--- src/rtl/proj_pkg.sv ---
// -----------------------------------------------------------------------------
// proj_pkg
// Shared definitions for the projection sequencer.
//   proj_state_t      : sequencer state encoding
//   PROJ_NUM_PIXELS   : default pixels per column
//   PROJ_NUM_WEIGHTS  : default total accumulator count
//   PROJ_COLS_SIZE    : default columns per group
// -----------------------------------------------------------------------------
package proj_pkg;

   typedef enum logic [2:0] {
      IDLE  = 3'd0,
      CLEAR = 3'd1,
      LOAD  = 3'd2,
      ACCUM = 3'd3,
      DONE  = 3'd4
   } proj_state_t;

   localparam int PROJ_NUM_PIXELS  = 160;
   localparam int PROJ_NUM_WEIGHTS = 240;
   localparam int PROJ_COLS_SIZE   = 8;

endpackage : proj_pkg

--- src/rtl/proj_seq.sv ---
// -----------------------------------------------------------------------------
// proj_seq
// Control sequencer for one full projection pass.  A run clears the
// accumulators, then for each group of COLS_SIZE weights requests a column
// group load, waits for its acknowledge, and strobes the accumulate enable for
// NUM_PIXELS cycles.  After the last group a one-cycle done pulse is issued.
//
// Ports
//   clk          in   sole clock, rising edge
//   rst_n        in   asynchronous active-low reset
//   start        in   single-cycle run request (honoured in IDLE only)
//   abort        in   terminate the current run, no done pulse
//   load_ack     in   requested column group is valid (honoured in LOAD only)
//   busy         out  high in every state except IDLE
//   done         out  one-cycle pulse on successful completion
//   load_req     out  request the column group at weight_iter
//   enable       out  accumulate strobe
//   clear        out  accumulator clear strobe
//   pixel_iter   out  current pixel index
//   weight_iter  out  base index of the current weight group
//   perf_cycles  out  busy-cycle counter (only with PROJ_SEQ_PERF_EN)
//
// Optional feature: define PROJ_SEQ_PERF_EN to add the perf_cycles output,
// which restarts on CLEAR, counts every busy cycle and holds in IDLE.
// -----------------------------------------------------------------------------
module proj_seq
   import proj_pkg::*;
#(
   parameter int NUM_PIXELS  = PROJ_NUM_PIXELS,
   parameter int NUM_WEIGHTS = PROJ_NUM_WEIGHTS,
   parameter int COLS_SIZE   = PROJ_COLS_SIZE
) (
   input  logic        clk,
   input  logic        rst_n,
   input  logic        start,
   input  logic        abort,
   input  logic        load_ack,
   output logic        busy,
   output logic        done,
   output logic        load_req,
   output logic        enable,
   output logic        clear,
   output logic [15:0] pixel_iter,
   output logic [7:0]  weight_iter
`ifdef PROJ_SEQ_PERF_EN
   ,
   output logic [31:0] perf_cycles
`endif
);

   // Reject configurations the counters cannot represent.
   if (NUM_PIXELS < 1 || NUM_PIXELS > 65536 ||
       COLS_SIZE < 1 || NUM_WEIGHTS < 1 || NUM_WEIGHTS > 256 ||
       (NUM_WEIGHTS % COLS_SIZE) != 0) begin : g_bad_params
      $error("proj_seq: illegal parameters NUM_PIXELS=%0d NUM_WEIGHTS=%0d COLS_SIZE=%0d",
             NUM_PIXELS, NUM_WEIGHTS, COLS_SIZE);
   end

   localparam logic [15:0] LAST_PIXEL = 16'(NUM_PIXELS - 1);
   localparam logic [7:0]  W_STEP     = 8'(COLS_SIZE);

   proj_state_t state_q, state_d;
   logic [15:0] pixel_q, pixel_d;
   logic [7:0]  weight_q, weight_d;
   logic        last_pixel;
   logic        more_groups;

   assign last_pixel  = (pixel_q == LAST_PIXEL);
   // Compared in int so that NUM_WEIGHTS = 256 does not overflow 8 bits.
   assign more_groups = (int'(weight_q) + COLS_SIZE) < NUM_WEIGHTS;

   always_comb begin
      state_d  = state_q;
      pixel_d  = pixel_q;
      weight_d = weight_q;
      unique case (state_q)
         IDLE: begin
            // Iterators are zeroed on entry so they already read 0 in CLEAR.
            if (start) begin
               state_d  = CLEAR;
               pixel_d  = '0;
               weight_d = '0;
            end
         end
         CLEAR: begin
            state_d = LOAD;
         end
         LOAD: begin
            if (load_ack) begin
               state_d = ACCUM;
            end
         end
         ACCUM: begin
            if (last_pixel) begin
               pixel_d = '0;
               if (more_groups) begin
                  weight_d = weight_q + W_STEP;
                  state_d  = LOAD;
               end else begin
                  state_d  = DONE;
               end
            end else begin
               pixel_d = pixel_q + 16'd1;
            end
         end
         DONE: begin
            state_d = IDLE;
         end
         default: begin
            state_d = IDLE;
         end
      endcase

      // Abort overrides every other transition; weight_iter keeps its value.
      if (abort && (state_q != IDLE)) begin
         state_d  = IDLE;
         pixel_d  = '0;
         weight_d = weight_q;
      end
   end

   always_ff @(posedge clk or negedge rst_n) begin
      if (!rst_n) begin
         state_q  <= IDLE;
         pixel_q  <= '0;
         weight_q <= '0;
      end else begin
         state_q  <= state_d;
         pixel_q  <= pixel_d;
         weight_q <= weight_d;
      end
   end

   // Outputs are pure decodes of registered state and counters.
   assign busy        = (state_q != IDLE);
   assign done        = (state_q == DONE);
   assign load_req    = (state_q == LOAD);
   assign enable      = (state_q == ACCUM);
   assign clear       = (state_q == CLEAR);
   assign pixel_iter  = pixel_q;
   assign weight_iter = weight_q;

`ifdef PROJ_SEQ_PERF_EN
   logic [31:0] perf_q, perf_d;

   // The CLEAR cycle is itself busy, so the count restarts at 1 there.
   always_comb begin
      perf_d = perf_q;
      if (state_q == CLEAR) begin
         perf_d = 32'd1;
      end else if (state_q != IDLE) begin
         perf_d = perf_q + 32'd1;
      end
   end

   always_ff @(posedge clk or negedge rst_n) begin
      if (!rst_n) begin
         perf_q <= '0;
      end else begin
         perf_q <= perf_d;
      end
   end

   assign perf_cycles = perf_q;
`endif

endmodule : proj_seq

--- config.mk ---
export PLATFORM = sky130hd
export DESIGN_NAME = proj_seq
export DESIGN_NICKNAME = d
export VERILOG_FILES = /design/src/rtl/proj_pkg.sv /design/src/rtl/proj_seq.sv
export SDC_FILE = /design/constraint.sdc
export NUM_CORES = 1
export LEC_CHECK = 0
export ABC_CLOCK_PERIOD_IN_PS = 4050
export CAP_MARGIN = 10
export CORE_ASPECT_RATIO = 1.5
export CORE_MARGIN = 2
export CORE_UTILIZATION = 54
export DETAILED_ROUTE_END_ITERATION = 10
export PLACE_DENSITY = 0.94
export SKIP_CTS_REPAIR_TIMING = 1
export SLEW_MARGIN = 20
export SYNTH_ARGS = -nofsm -noshare
export SYNTH_HDL_FRONTEND = slang
export SYNTH_SLANG_ARGS = --single-unit
--- constraint.sdc ---
create_clock -name clk -period 4.05 [get_ports clk]
set_input_delay 1.215 -clock clk [delete_from_list [all_inputs] [get_ports clk]]
set_output_delay 1.215 -clock clk [all_outputs]
set_load 0.05 [all_outputs]
[After elaboration in Yosys (flattened, before gate mapping)]
Cells that the tools add are included.
Storage, ports and cells
  output and inout port bits: 29
  register bits after elaboration: 27
  logic and storage cells: 41
  input bits: 5
Cells by class
  reduce and logical (&&, ||, !) cells: 8
  mux-type cells: 14
  $lt $le $gt $ge: 1
  equal/unequal tests: 11
  bitwise operators: 1
  add/subtract/negate cells: 3
Operators by type and width (number)
  $mux W16: 3
  $pmux W16 S2: 1
  $mux W8: 3
  $add A16 B1 Y16 const B: 1
  $eq A16 B8 Y1 const B: 1
  $pmux W8 S2: 1
  $mux W3: 5
  $pmux W3 S4: 1
  $add A8 B4 Y9 const B: 1
  $lt A9 B8 Y1 const B: 1
  $add A8 B4 Y8 const B: 1
  $eq A3 B2 Y1 const B: 2
  $reduce_bool A3 Y1: 2
  $reduce_and A5 Y1: 1
  $ne A2 B1 Y1 const B: 2
  $eq A3 B1 Y1 const B: 1
  $eq A3 B3 Y1 const B: 1
  $logic_not A3 Y1: 1
  $ne A3 B1 Y1 const B: 1
  $ne A3 B2 Y1 const B: 1
  $ne A3 B3 Y1 const B: 1
  $reduce_and A3 Y1: 1
  $ne A2 B2 Y1 const B: 1
  $reduce_and A2 Y1: 1
  3 further kinds: 3

[Logic depth before layout (Yosys ltp)]
Gate-level depths: netlist of the first run.
  word-level depth: 6
  depth in mapped cells: 7
  mapped depth without buffers: 6

[Worst setup path before layout of the first run]
Ideal clock, no wire load.
  kind: register -> output
  start: reg state_q[0]
  end: out load_req
  cell stages (with the launch flop): 3
  path slack: 1.148 ns
  path buffers: 1
  required time: 2.835 ns
  arrival time: 1.687 ns
  cells stage by stage: dfrtp_1 -> clkbuf_2 -> nor3b_1
On the way
  longest elaborated chain between the ends: 1
Ends and longest elaborated chain
  from (decl): RTL line proj_seq.sv:62  | proj_state_t state_q, state_d;
  from (signal assigned): RTL line proj_seq.sv:128  | state_q <= state_d;
  $eq A3 B2 Y1: RTL line proj_seq.sv:137  | assign load_req = (state_q == LOAD);
  to (decl): RTL line proj_seq.sv:40  | output logic load_req,
Every way passes these cells.

[Final worst setup path of the first run]
  start: reg state_q[0]
  end: out clear
On the way
  longest elaborated chain between the ends: 1
Ends and longest elaborated chain
  $eq A3 B1 Y1: RTL line proj_seq.sv:139  | assign clear = (state_q == CLEAR);
  to (decl): RTL line proj_seq.sv:42  | output logic clear,
Every way passes these cells.

==> results.ini, run 1 <==
[die]
die_y_um=69.2
start_util_pct=57.2
io_pins=34
core_um2=2680
chipWidth_um=47.5
dieArea_um2=3280
rows=23

[sta]
setup_viol=0
fin_crit_sh_pct=79.7
hold_violations=0
max_freq_ghz=0.310
hold_slack_ns=0.560
tightestPinTransition_ns=0.561
max-slew-margin-rel_pct=62.6
rsz0062_at_grt=no
tns_ns=0
finalMaxSlewViolations=0
fin_crit_ns=3.23
finClkSkew_ns=0.00449

[placement]
place_congestion=0.913
dpl.hpwl_mm=2.71
portBuffers=30
place_area_um2=1810

[layout]
fin_area_um2=1880
n_fill_cell=210
area_growth_pct=22.8
diodes=0
drive_gt1_share_pct=10.9
final_core_utilization_pct=70.2
nNetsFinal=200

[global_routing]
track_usage_pct=25.4
antenna_found_initial=0
grt_first_pass_wirelength_mm=6.21
grt-ovfl-total=0
grt_max_degree=25
grt_pass1_vias=1435

[synthesis]
synth_edf_count=0
synthCells=165
mappedNetlistArea_um2=1530
synth_flop_cell=dfrtp_1
async_flop_share_pct=100
synth_seq_cells=24
avgSynthCellArea_um2=9.27
yosysSeqAreaShare_pct=39.2
ys_types=55
yosysWarnings=0

[route]
viasPerCell=6.15
wl_mm=3.64
top_layer=met4
wl_met1_mm=1.40
ant_nets=0
wl_met2_mm=1.96
initialDrtViolationCount=38
vias=1408
avgRoutedWirePerCell_um=15.9
wl_met3_um=179
dr.pass1.iters=4
drc_errors=0

[clock_network]
clkTransAtPathRegs_ns=0.09
clock-sinks=24
clockBufferDepth=2
numCtsBuffers=3
cts_tree=yes
cts_max_level=1
cts_root_buf=clkbuf_8
clk_latency_ns=0.27

[worst_setup_path]
crit_end=clear
critPathCaptureType=primary output
rrSetupSlack_ns=1.80
r2r_end=state_q[1]
reg2regPathDepth=6
crit_path_max_fanout=8
cp-start-kind=register
worstSetupPathType=register to primary output
startpoint=state_q[0]
r2r_start=weight_iter[3]
required_ns=2.83
arrival_ns=2.01

[job]
maxCapViolations=0

[status]
status=completed

[hold_path]
hp-class=register to register
hold_depth=1

[power_and_ir_drop]
powerDensity_nw_per_um2=394
p_leak_nw=0.802
ir_worst_vdd_v=0.000286
p_total_uw=740

[critical path, stage by stage, from the launching register on]
cell and delay, ns:
dfrtp_1 0.52, nor2b_1 0.25, nor2b_1 0.16, clkdlybuf4s50_1 0.81
[per-layer routing]
layer / global-route usage, % / vias to the layer above
li1: - / 651
met1: 28.8 / 681
met2: 42.0 / 65
met3: 4.69 / 11
met4: 13.3 / 0
met5: 0 / -
[cell usage in the layout, fill, tap and decap left out, types with 3 or more instances in the layout]
cell / synthesis / layout
clkbuf_8: 0 / 3
o21ai_0: 13 / 13
nand2_1: 12 / 12
nor3_1: 3 / 3
nor2b_1: 5 / 5
clkdlybuf4s50_1: 0 / 29
conb_1: 1 / 3
a31oi_1: 4 / 4
dfrtp_1: 24 / 24
and3_1: 3 / 3
nor2_1: 12 / 12
inv_1: 7 / 7
nand3_1: 8 / 8
nor3b_1: 3 / 3
a21oi_1: 5 / 5
nand4_1: 5 / 5
xor2_1: 3 / 3
o31ai_1: 5 / 5
[cells by family (layout without fill, tap and decap cells)]
kind of cell / count (synthesis) / count (layout) / share of synthesized area [%]
mux: 2 / 2 / 1.64
other cells: 1 / 3 / 0.245
fa+ha+maj: 2 / 2 / 1.64
buf+inv: 16 / 41 / 6.38
flops: 24 / 24 / 39.2
compound gates: 43 / 43 / 19.6
xor+xnor: 4 / 4 / 2.29
simple gates: 73 / 73 / 28.9
[area by class of cell]
cell class	instances	area [um2]	area share, %
Inverter	7	26.3	1.40
Clock inverter	1	30.0	1.60
Sequential cell	24	601	32.0
Clock buffer	3	41.3	2.20
Timing Repair Buffer	30	295	15.7
Multi-Input combinational cell	127	840	44.7
Tap cell	37	46.3	2.46
[Yosys cell counts, types with 2 or more instances]
master	n	share of area [%]
nor2_4	2	1.5
a31oi_1	4	1.6
o21bai_1	2	0.98
and3_1	3	1.2
a21oi_1	5	1.6
nor4_1	2	0.82
buf_4	3	1.5
nand2_1	12	2.9
nand3_1	8	2.6
a211oi_1	2	0.98
buf_6	3	2.2
o31ai_1	5	2.5
inv_1	7	1.7
nor3b_1	3	1.5
and2_2	2	0.98
nor2_1	12	2.9
buf_2	2	0.65
or3_1	2	0.82
nand4_1	5	2.0
dfrtp_1	24	39
nor2b_1	5	2.0
o21ai_0	13	4.3
and2_1	2	0.82
nor3_1	3	0.98
ha_1	2	1.6
xor2_1	3	1.7
[flip-flops by register name, indices dropped and copies added, names as in the netlist]
register	count
pixel_iter	16
state_q	3
weight_iter	5
[power breakdown]
part           internal (mW)  switching, mW  total [mW]
clock                  0.132         0.0776       0.210
combinational         0.0794          0.173       0.252
sequential             0.251         0.0272       0.278
[metrics by stage]
stage	instances	setup slack, ns
after global routing	229	0.707
after CTS	229	0.814
after global placement	225	1.03
after detailed placement	225	0.828
final	229	0.824
after floorplan	167	1.15
[worst min-delay path by stage]
| stage | from | end | slack, ns |
|---|---|---|---|
| floorplan | state_q[2] | state_q[0] | 0.55 |
| global placement | pixel_iter[4] | pixel_iter[4] | 0.52 |
| detailed placement | pixel_iter[4] | pixel_iter[4] | 0.54 |
| CTS | pixel_iter[4] | pixel_iter[4] | 0.56 |
| global route | pixel_iter[4] | pixel_iter[4] | 0.57 |
| finish | pixel_iter[13] | pixel_iter[13] | 0.56 |
No activity file was read; power rests on OpenSTA's default activity.
==> run 2: changes to the inputs <==
Settings changed: ABC_CLOCK_PERIOD_IN_PS 4050 to 2700, CORE_UTILIZATION 54 to 45, PLACE_DENSITY 0.94 to 0.84.
Clock period 4.05 ns to 2.7 ns, I/O delays scaled along.
==> results.ini, run 2 (synthesis gave the netlist of run 1 again) <==
[power_and_ir_drop]
p_comb_share_pct=36.9  ; was 34.1%
p_seq_share_pct=39.6  ; was 37.6%
switching_share_pct=39.4  ; was 37.5%
p_int_uw=638  ; was 462 uW
clkPwrFrac_pct=23.5  ; was 28.3%
ir_worst_vdd_v=0.000463  ; was 0.000286 V
p_sw_uw=415  ; was 278 uW
powerDensity_nw_per_um2=554  ; was 394 nW/um2
p_leak_nw=0.844  ; was 0.802 nW

[die]
core_um2=3190  ; was 2680 um2
chipWidth_um=51.6  ; was 47.5 um
io_pins=34  ; unchanged
start_util_pct=48.0  ; was 57.2%
dieArea_um2=3890  ; was 3280 um2
rows=25  ; was 23
die_y_um=75.4  ; was 69.2 um

[clock_network]
clockBufferDepth=2  ; unchanged
clk_latency_ns=0.27  ; about the same
cts_tree=yes  ; unchanged
cts_max_level=1  ; unchanged
numCtsBuffers=3  ; unchanged
clock-sinks=24  ; unchanged
clkTransAtPathRegs_ns=0.09  ; about the same
cts_root_buf=clkbuf_8  ; unchanged

[worst_setup_path]
critPathTopFamily=buffers and inverters  ; unchanged
arrival_ns=1.64  ; was 2.01 ns
cp-start-kind=register  ; unchanged
cp_slowest_stage_delay_ns=0.86  ; was 0.81 ns
crit_path_max_fanout=8  ; unchanged
path_cells=clkdlybuf4s50_1  ; was nor2b_1 -> nor2b_1 -> clkdlybuf4s50_1
critPathCaptureType=primary output  ; unchanged
crit_buf_inv=1  ; unchanged
critPathSlowestCell=clkdlybuf4s50_1  ; unchanged
required_ns=1.89  ; was 2.83 ns
worstSetupPathType=register to primary output  ; unchanged

[sta]
max-slew-margin-rel_pct=66.4  ; was 62.6%
hold_violations=0  ; unchanged
finClkSkew_ns=0.00471  ; was 0.00449 ns
finalMaxSlewViolations=0  ; unchanged
tightestPinTransition_ns=0.503  ; was 0.561 ns
max_freq_ghz=0.408
setup_viol=0  ; unchanged
fin_crit_ns=2.45
rsz0062_at_grt=no  ; unchanged
fin_crit_sh_pct=90.7
tns_ns=0  ; unchanged

[global_routing]
grt_max_degree=25  ; unchanged
grt-ovfl-total=0  ; unchanged
track_usage_pct=19.7  ; was 25.4%
grt_pass1_vias=1210  ; was 1435
grt_first_pass_wirelength_mm=5.75  ; was 6.21 mm
antenna_found_initial=0  ; unchanged

[layout]
diodes=0  ; unchanged
layout_common_cells=clkdlybuf4s50_1, dfrtp_1, o21ai_0, nor2_1, nand2_1  ; unchanged
nNetsFinal=204  ; was 200
final_common_cell=clkdlybuf4s50_1  ; unchanged
layoutNonFillerInstCount=236  ; was 229
drive_gt1_share_pct=13.8  ; was 10.9%
final_core_utilization_pct=59.5  ; was 70.2%
area_growth_pct=24.1  ; was 22.8%
largest_reg_flops=16  ; unchanged

[placement]
portBuffers=30  ; unchanged
dp.cells=232  ; was 225
place_congestion=0.922  ; was 0.913
dpl.hpwl_mm=2.50  ; was 2.71 mm

[route]
viasPerCell=5.97  ; was 6.15
drc_errors=0  ; unchanged
dr.pass1.iters=6  ; was 4
vias=1408  ; unchanged
avgRoutedWirePerCell_um=15.0  ; was 15.9 um
initialDrtViolationCount=63  ; was 38
wl_mm=3.54  ; was 3.64 mm
ant_nets=0  ; unchanged

[hold_path]
hp-class=register to register  ; unchanged

[job]
maxCapViolations=0  ; unchanged

[status]
status=completed  ; unchanged

run 2: changes by cell type in the layout (fill, tap and decap cells not counted):
cell and delta:
dlymetal6s2s_1 +2, clkbuf_8 +1, clkdlybuf4s50_1 -4, bufinv_16 -1
buf_4 +7, buf_2 -1
run 2: layout make-up:
cell class | count | area [um2]
tap | 40 | 50.0
inverter | 7 | 26.3
clock buffer | 4 | 55.1
sequential | 24 | 601
fill | 290 | 1290
timing repair buffer | 34 | 328
multi-input combinational | 127 | 840
run 2: final timing paths:
kind,start,slack [ns],end,depth (start not counted)
worst max register to register,pixel_iter[0],0.61,weight_iter[3],6
worst max-delay path,pixel_iter[8],0.25,pixel_iter[8],1
min in group asynchronous,rst_n,0.89,pixel_iter[3],2
worst min-delay path,pixel_iter[4],0.57,pixel_iter[4],1
max in group asynchronous,rst_n,1.57,weight_iter[4],2
worst min register to register,pixel_iter[4],0.57,pixel_iter[4],1
run 2: worst reg2reg max path: cells and delay by family, from the launching register on:
kind	cells	cell delay [ns]
AOI/OAI and AO/OA	2	0.31
adders and majority gates	1	0.25
DFF	1	0.43
muxes	1	0.27
and+or+nand+nor	2	0.71
run 2: routing by layer:
metal / GRT usage, % / part of all wire (%) / vias up
met5: 0 / 0 / -
met4: 10.8 / 4.9 / 0
met3: 2.94 / 4.0 / 18
met2: 33.2 / 49 / 68
met1: 24.1 / 43 / 658
li1: - / - / 664
run 2: power groups by stage:
stage | registers (mW) | clock network, mW | logic (mW)
after floorplan | 0.421 | 0 | 0.287
after global placement | 0.423 | 0 | 0.381
after detailed placement | 0.423 | 0 | 0.389
after CTS | 0.417 | 0.246 | 0.393
after global routing | 0.421 | 0.264 | 0.418
final | 0.417 | 0.247 | 0.389
run 2: metrics by stage:
stage,power (mW),setup slack [ns],area (um2),hold slack [ns]
global route,1.10,0.194,1900,0.580
global placement,0.804,0.225,1840,0.521
CTS,1.06,0.0399,1890,0.566
finish,1.05,0.252,1900,0.565
floorplan,0.708,0.203,1540,0.514
detailed placement,0.812,0.185,1840,0.547
